==> config.mk <==
export PLATFORM = sky130hd
export DESIGN_NAME = hud_text_rom_flat
export DESIGN_NICKNAME = d
export VERILOG_FILES = /design/src/rtl/hud_text_rom_if.sv /design/src/rtl/hud_text_rom.sv /design/src/flat_wrapper.sv
export SDC_FILE = /design/constraint.sdc
export NUM_CORES = 1
export LEC_CHECK = 0
export ABC_AREA = 1
export CORE_ASPECT_RATIO = 2
export CORE_MARGIN = 4
export CORE_UTILIZATION = 62
export CTS_CLUSTER_DIAMETER = 150
export DETAILED_ROUTE_END_ITERATION = 10
export PLACE_DENSITY = 0.88
export SLEW_MARGIN = 10
export SYNTH_ARGS = -nofsm -noshare
export SYNTH_HDL_FRONTEND = slang
export SYNTH_SLANG_ARGS = --single-unit
==> constraint.sdc <==
create_clock -name clock_25 -period 6.35 [get_ports clock_25]
set_input_delay 0.635 -clock clock_25 [delete_from_list [all_inputs] [get_ports clock_25]]
set_output_delay 0.635 -clock clock_25 [all_outputs]
set_load 0.005 [all_outputs]
==> src/rtl/hud_text_rom_if.sv <==
// hud_text_rom_if: HUD text fetch bus between the background renderer and the text ROM
//   x_count : glyph column index driven by the renderer (master)
//   y_count : glyph row index driven by the renderer (master)
//   data    : registered pixel bit returned by the text ROM (slave)
interface hud_text_rom_if;
   logic [7:0] x_count;
   logic [3:0] y_count;
   logic       data;
   modport master (output x_count, y_count, input data);
   modport slave  (input x_count, y_count, output data);
endinterface

==> src/rtl/hud_text_rom.sv <==
// hud_text_rom: HUD status-band text ROM with game-time and score counters
//   clock_25    : pixel clock
//   resetn      : asynchronous active-low reset
//   game_run    : time prescaler advances while high
//   score_inc   : one-cycle pulse, score +1 (saturates at 9999)
//   game_clear  : one-cycle pulse, zero prescaler, time and score
//   frame_start : one-cycle pulse, latch live counters into display shadows
//   hif         : fetch bus (x_count/y_count in, data out one cycle later)
//   time_bcd    : live seconds, 3 BCD digits (saturates at 999)
//   score_bcd   : live score, 4 BCD digits
module hud_text_rom #(
   parameter int TICK_DIV   = 25000000,
   parameter int GLYPH_ROW0 = 2
) (
   input  logic          clock_25,
   input  logic          resetn,
   input  logic          game_run,
   input  logic          score_inc,
   input  logic          game_clear,
   input  logic          frame_start,
   hud_text_rom_if.slave hif,
   output logic [11:0]   time_bcd,
   output logic [15:0]   score_bcd
);
   localparam int PW = TICK_DIV > 1 ? $clog2(TICK_DIV) : 1;
   localparam logic [PW-1:0] PMAX = PW'(TICK_DIV - 1);
   localparam logic [4:0] R0 = 5'(GLYPH_ROW0);
   localparam logic [4:0] C_T = 5'd10, C_I = 5'd11, C_M = 5'd12, C_E = 5'd13, C_S = 5'd14,
                          C_C = 5'd15, C_O = 5'd16, C_R = 5'd17, C_CO = 5'd18, C_BL = 5'd19;
   logic [PW-1:0] r_pre;
   logic [11:0]   r_time, r_time_sh;
   logic [15:0]   r_score, r_score_sh;
   logic          r_data;
   logic          w_tick, w_row_ok, w_pix;
   logic [7:0]    w_off;
   logic [4:0]    w_code, w_yy;
   logic [3:0]    w_row;
   function automatic logic [15:0] bcd_inc(input logic [15:0] v);
      logic [15:0] r;
      logic        c;
      r = v;
      c = 1'b1;
      for (int k = 0; k < 4; k++)
         if (c) begin
            if (r[k*4 +: 4] == 4'd9) r[k*4 +: 4] = 4'd0;
            else begin
               r[k*4 +: 4] = r[k*4 +: 4] + 4'd1;
               c = 1'b0;
            end
         end
      return r;
   endfunction
   // Each glyph is 10 rows of 6 bits, row 0 first, column 0 as the MSB of its row.
   function automatic logic font(input logic [4:0] code, input logic [3:0] row, input logic [2:0] col);
      logic [59:0] g;
      logic [59:0] s;
      case (code)
         5'd0: g = 60'b111111_100001_100001_100001_100001_100001_100001_100001_100001_111111;
         5'd1: g = 60'b001000_001000_001000_001000_001000_001000_001000_001000_001000_001000;
         5'd2: g = 60'b111111_000001_000001_000001_111111_100000_100000_100000_100000_111111;
         5'd3: g = 60'b111111_000001_000001_000001_111111_000001_000001_000001_000001_111111;
         5'd4: g = 60'b100001_100001_100001_100001_111111_000001_000001_000001_000001_000001;
         5'd5: g = 60'b111111_100000_100000_100000_111111_000001_000001_000001_000001_111111;
         5'd6: g = 60'b111111_100000_100000_100000_111111_100001_100001_100001_100001_111111;
         5'd7: g = 60'b111111_000001_000010_000100_001000_001000_001000_001000_001000_001000;
         5'd8: g = 60'b111111_100001_100001_100001_111111_100001_100001_100001_100001_111111;
         5'd9: g = 60'b111111_100001_100001_100001_111111_000001_000001_000001_000001_111111;
         C_T:  g = 60'b111111_001100_001100_001100_001100_001100_001100_001100_001100_001100;
         C_I:  g = 60'b111111_001100_001100_001100_001100_001100_001100_001100_001100_111111;
         C_M:  g = 60'b100001_110011_101101_101101_100001_100001_100001_100001_100001_100001;
         C_E:  g = 60'b111111_100000_100000_100000_111110_100000_100000_100000_100000_111111;
         C_S:  g = 60'b011111_100000_100000_100000_011110_000001_000001_000001_000001_111110;
         C_C:  g = 60'b011111_100000_100000_100000_100000_100000_100000_100000_100000_011111;
         C_O:  g = 60'b011110_100001_100001_100001_100001_100001_100001_100001_100001_011110;
         C_R:  g = 60'b111110_100001_100001_100001_111110_101000_100100_100010_100001_100001;
         C_CO: g = 60'b000000_000000_001100_001100_000000_000000_001100_001100_000000_000000;
         default: g = '0;
      endcase
      s = g << (7'(row) * 7'd6 + 7'(col));
      return row < 4'd10 && col < 3'd6 && s[59];
   endfunction
   assign w_tick = game_run && r_pre == PMAX;
   assign w_yy = {1'b0, hif.y_count};
   assign w_row_ok = w_yy >= R0 && w_yy < R0 + 5'd10;
   assign w_row = 4'(w_yy - R0);
   // Map x_count to a cell offset and glyph code; digits come only from the frame shadows.
   always_comb begin
      w_off  = 8'd0;
      w_code = C_BL;
      if (hif.x_count < 8'd40) begin
         w_off  = hif.x_count;
         w_code = w_off[5:3] == 3'd0 ? C_T : w_off[5:3] == 3'd1 ? C_I : w_off[5:3] == 3'd2 ? C_M :
                  w_off[5:3] == 3'd3 ? C_E : C_CO;
      end else if (hif.x_count < 8'd62) begin
         w_off  = hif.x_count - 8'd40;
         w_code = {1'b0, (w_off[4:3] == 2'd0 ? r_time_sh[11:8] :
                          w_off[4:3] == 2'd1 ? r_time_sh[7:4] : r_time_sh[3:0])};
      end else if (hif.x_count < 8'd110) begin
         w_off  = hif.x_count - 8'd62;
         w_code = w_off[5:3] == 3'd0 ? C_S : w_off[5:3] == 3'd1 ? C_C : w_off[5:3] == 3'd2 ? C_O :
                  w_off[5:3] == 3'd3 ? C_R : w_off[5:3] == 3'd4 ? C_E : C_CO;
      end else if (hif.x_count < 8'd142) begin
         w_off  = hif.x_count - 8'd110;
         w_code = {1'b0, (w_off[4:3] == 2'd0 ? r_score_sh[15:12] : w_off[4:3] == 2'd1 ? r_score_sh[11:8] :
                          w_off[4:3] == 2'd2 ? r_score_sh[7:4] : r_score_sh[3:0])};
      end
   end
   assign w_pix = w_row_ok && font(w_code, w_row, w_off[2:0]);
   always_ff @(posedge clock_25 or negedge resetn)
      if (!resetn) begin
         r_pre      <= '0;
         r_time     <= '0;
         r_score    <= '0;
         r_time_sh  <= '0;
         r_score_sh <= '0;
         r_data     <= 1'b0;
      end else begin
         r_data <= w_pix;
         if (frame_start) begin
            r_time_sh  <= r_time;
            r_score_sh <= r_score;
         end
         if (game_clear) begin
            r_pre   <= '0;
            r_time  <= '0;
            r_score <= '0;
         end else begin
            if (game_run) r_pre <= w_tick ? '0 : r_pre + 1'b1;
            if (w_tick && r_time != 12'h999) r_time <= 12'(bcd_inc({4'h0, r_time}));
            if (score_inc && r_score != 16'h9999) r_score <= bcd_inc(r_score);
         end
      end
   assign hif.data  = r_data;
   assign time_bcd  = r_time;
   assign score_bcd = r_score;
endmodule

==> src/flat_wrapper.sv <==
// flat-port wrapper written by rule: the top's interface ports become plain ports
module hud_text_rom_flat 
#(
   parameter int TICK_DIV   = 25000000,
   parameter int GLYPH_ROW0 = 2
)
  (clock_25, resetn, game_run, score_inc, game_clear, frame_start, time_bcd, score_bcd, hif_x_count, hif_y_count, hif_data);
  hud_text_rom_if hif_i ();
  input  logic clock_25;
  input  logic resetn;
  input  logic game_run;
  input  logic score_inc;
  input  logic game_clear;
  input  logic frame_start;
  output logic [11:0] time_bcd;
  output logic [15:0] score_bcd;
  input wire logic [$bits(hif_i.x_count)-1:0] hif_x_count;
  input wire logic [$bits(hif_i.y_count)-1:0] hif_y_count;
  output wire logic [$bits(hif_i.data)-1:0] hif_data;
  assign hif_i.x_count = hif_x_count;
  assign hif_i.y_count = hif_y_count;
  assign hif_data = hif_i.data;
  hud_text_rom #(.TICK_DIV(TICK_DIV), .GLYPH_ROW0(GLYPH_ROW0)) u_core (.clock_25(clock_25), .resetn(resetn), .game_run(game_run), .score_inc(score_inc), .game_clear(game_clear), .frame_start(frame_start), .hif(hif_i), .time_bcd(time_bcd), .score_bcd(score_bcd));
endmodule
==> flow_summary_export.csv <==
group,metric,value,unit
power_and_ir_drop,internal-power,1.16,mW
place,gp_congestion,1.01,
synth,yosysUniqueCellTypes,50,
clocking,cts_tree,"built",
final_layout,nets,957,
clocking,cts_hold_buf,0,
min_path,hold_path_class,"primary input to async pin",
floorplanning,core,9700,um2
grt,grt_pass1_wl,27500,um
run_status,status,"completed",
place,dp_hpwl,12500,um
sta,fmax,239,MHz
setup_path,startpoint_type,"primary input",
power_and_ir_drop,power.share.clock,0.318,
sta,finalHoldViolCount,0,
synth,ys_ff_latch,82,
synth,avgSynthCellArea,7.05,um2
synth,syn_nets,917,
job,cap_violations,0,
synth,syn_area,6100,um2
synth,ys.flop_type,"dfrtp_1",
sta,finClkSkew,0.00847,ns
route,post_drt_via_cell_ratio,5.75,
clocking,clk_path_buf_depth,2,
setup_path,criticalPathCategory,"primary input to register",
route,final_antenna_net_count,0,
sta,min_period_over_period,0.659,
synth,synth-edff-count,0,
sta,setup_viol,0,
final_layout,post-route-util,0.717,
clocking,cts_setup_buffers,0,
grt,grtUsageTotal,0.296,
floorplanning,die_y,148,um
grt,grt_max_degree,76,
route,vias,5988,
grt,grt_pass1_vias,6037,
power_and_ir_drop,power_density,254,nW/um2
route,dr.first_iter.drc_count,297,
final_layout,drive_gt1_frac,0.0770,
setup_path,ff2ff_setup_slack,3.17,ns
setup_path,cp-end-kind,"register",
final_layout,diodes,0,
sta,drv_slew,0,
final_layout,final_common_cell,"nand2_1",
synth,yosysSeqAreaShare,0.336,
sta,rsz0062_at_grt,"no",
floorplanning,die_w,78.1,um
power_and_ir_drop,power.switching,0.607,mW
place,portBuffers,46,
clocking,clk_pin_slew,0.06,ns
sta,slew_headroom,0.378,
clocking,cts_num_sinks,82,
setup_path,cp_max_fo,11,
grt,grt_overflow,0,
route,drcViolationCount,0,
clocking,clk_latency,0.33,ns
power_and_ir_drop,switching_share,0.343,
synth,yosys_warnings,0,
route,wl_per_cell,15.8,um
final_layout,layout_common_cells,"nand2_1, inv_1, dfrtp_1",
power_and_ir_drop,leakage,3.24,nW
route,drt_pre_antenna_iters,5,
clocking,cts_buffers,9,
sta,finalSetupTns,0,ns
floorplanning,ios,47,
setup_path,required,6.61,ns
power_and_ir_drop,seqPwrFrac,0.359,
clocking,h-tree-depth,3,
power_and_ir_drop,combPwrFrac,0.323,
floorplanning,initial_core_util,0.629,
place,placed_cell_area,6630,um2
final_layout,stdcell_area,6950,um2
synth,synthCells,865,
route,wirelength,16500,um
grt,antenna_found_initial,0,
final_layout,syn_to_final_growth,14.0,%
synth,synthArstFlopShare,1.00,
power_and_ir_drop,peakVddDrop,0.000247,V
sta,fin_crit,4.19,ns
clocking,cts_resized,0,
setup_path,arrival,4.45,ns
clocking,root_buffer,"clkbuf_16",
power_and_ir_drop,power.total,1.77,mW
floorplanning,rows,51,
floorplanning,die_area,11600,um2
sta,worstMarginPinSlew,0.933,ns
-- sequential cells by signal, indices dropped and copies added, names as in the netlist --
| name | count |
|---|---|
| u_core.time_bcd | 12 |
| u_core.r_pre | 25 |
| u_core.hif.data | 1 |
| u_core.r_score_sh | 16 |
| u_core.r_time_sh | 12 |
| u_core.score_bcd | 16 |
-- power groups by stage --
| stage | Combinational [mW] | Clock [mW] | Sequential [mW] |
|---|---|---|---|
| after floorplan | 0.381 | 0 | 0.630 |
| after global placement | 0.550 | 0 | 0.644 |
| after detailed placement | 0.559 | 0 | 0.643 |
| after CTS | 0.565 | 0.570 | 0.635 |
| after global routing | 0.637 | 0.595 | 0.642 |
| final | 0.570 | 0.562 | 0.635 |
-- metal layers --
layer  GRT usage  routed length [um]  part of all wire
met1       0.287                5690              0.35
met2       0.576                9300              0.56
met3      0.0376                 614             0.037
met4       0.176                 887             0.054
met5           0                   0                 0
-- synthesized netlist by cell type (10+ instances only) --
cell,count,share of area
nor3_1,22,0.018
inv_1,115,0.071
o21ai_0,49,0.040
nand3_1,80,0.066
nand2_1,195,0.12
nor2_1,79,0.049
ha_1,33,0.068
nand4_1,13,0.013
clkbuf_1,12,0.0074
inv_2,10,0.0062
dfrtp_1,82,0.34
a21oi_1,57,0.047
-- stage by stage --
stage	setup slack, ns	std cells	hold WS (ns)
after floorplan	3.12	865	0.339
after global placement	1.97	1026	0.458
after detailed placement	1.92	1026	0.455
after CTS	2.25	1041	0.104
after global routing	1.78	1041	0.104
final	2.16	1041	0.103
-- logic make-up (layout without fill, tap and decap cells) --
logic type      Yosys count  in the layout  synth area share
simple gates            433            433             0.327
compound gates          151            151             0.140
buf+inv                 147            191            0.0976
flops                    82             82             0.336
fa+ha+maj                34             34            0.0710
xor+xnor                 14             14            0.0213
mux                       4              4           0.00656
-- final timing paths --
path                                 startpoint               endpoint  depth (start not counted)
worst max-delay path             hif_x_count[1]        u_core.hif.data                         26
worst min-delay path                     resetn     u_core.time_bcd[1]                          1
worst max register to register  u_core.r_pre[0]    u_core.time_bcd[11]                         18
worst min register to register  u_core.r_pre[0]        u_core.r_pre[0]                          1
max in group asynchronous                resetn  u_core.r_score_sh[10]                          2
min in group clock_25           u_core.r_pre[0]        u_core.r_pre[0]                          1
-- critical path, cell delays in order --
cell and delay [ns]:
clkdlybuf4s50_1 0.50, ha_1 0.30, xnor2_2 0.51, inv_2 0.13, nor2_4 0.17, inv_2 0.06, nand2_1 0.06, nand2_1 0.05
nand2_1 0.05, nand2_1 0.06, a21oi_1 0.36, ha_1 0.33, inv_1 0.11, nand2_1 0.10, nand3_1 0.11, nand2_1 0.10
nand2_1 0.05, nand2_1 0.10, nor2_1 0.05, nand2_1 0.08, nand2_1 0.06, nand3_1 0.14, nand3_1 0.11, nand3_1 0.08
nand2_1 0.05, nor2_1 0.11
-- layout make-up --
class | count | area [um2]
Clock buffer | 11 | 253
Clock inverter | 4 | 73.8
Fill cell | 777 | 2750
Inverter | 127 | 477
Multi-Input combinational cell | 636 | 3450
Sequential cell | 82 | 2050
Tap cell | 132 | 165
Timing Repair Buffer | 49 | 480
Power figures use the tool's default switching activity.
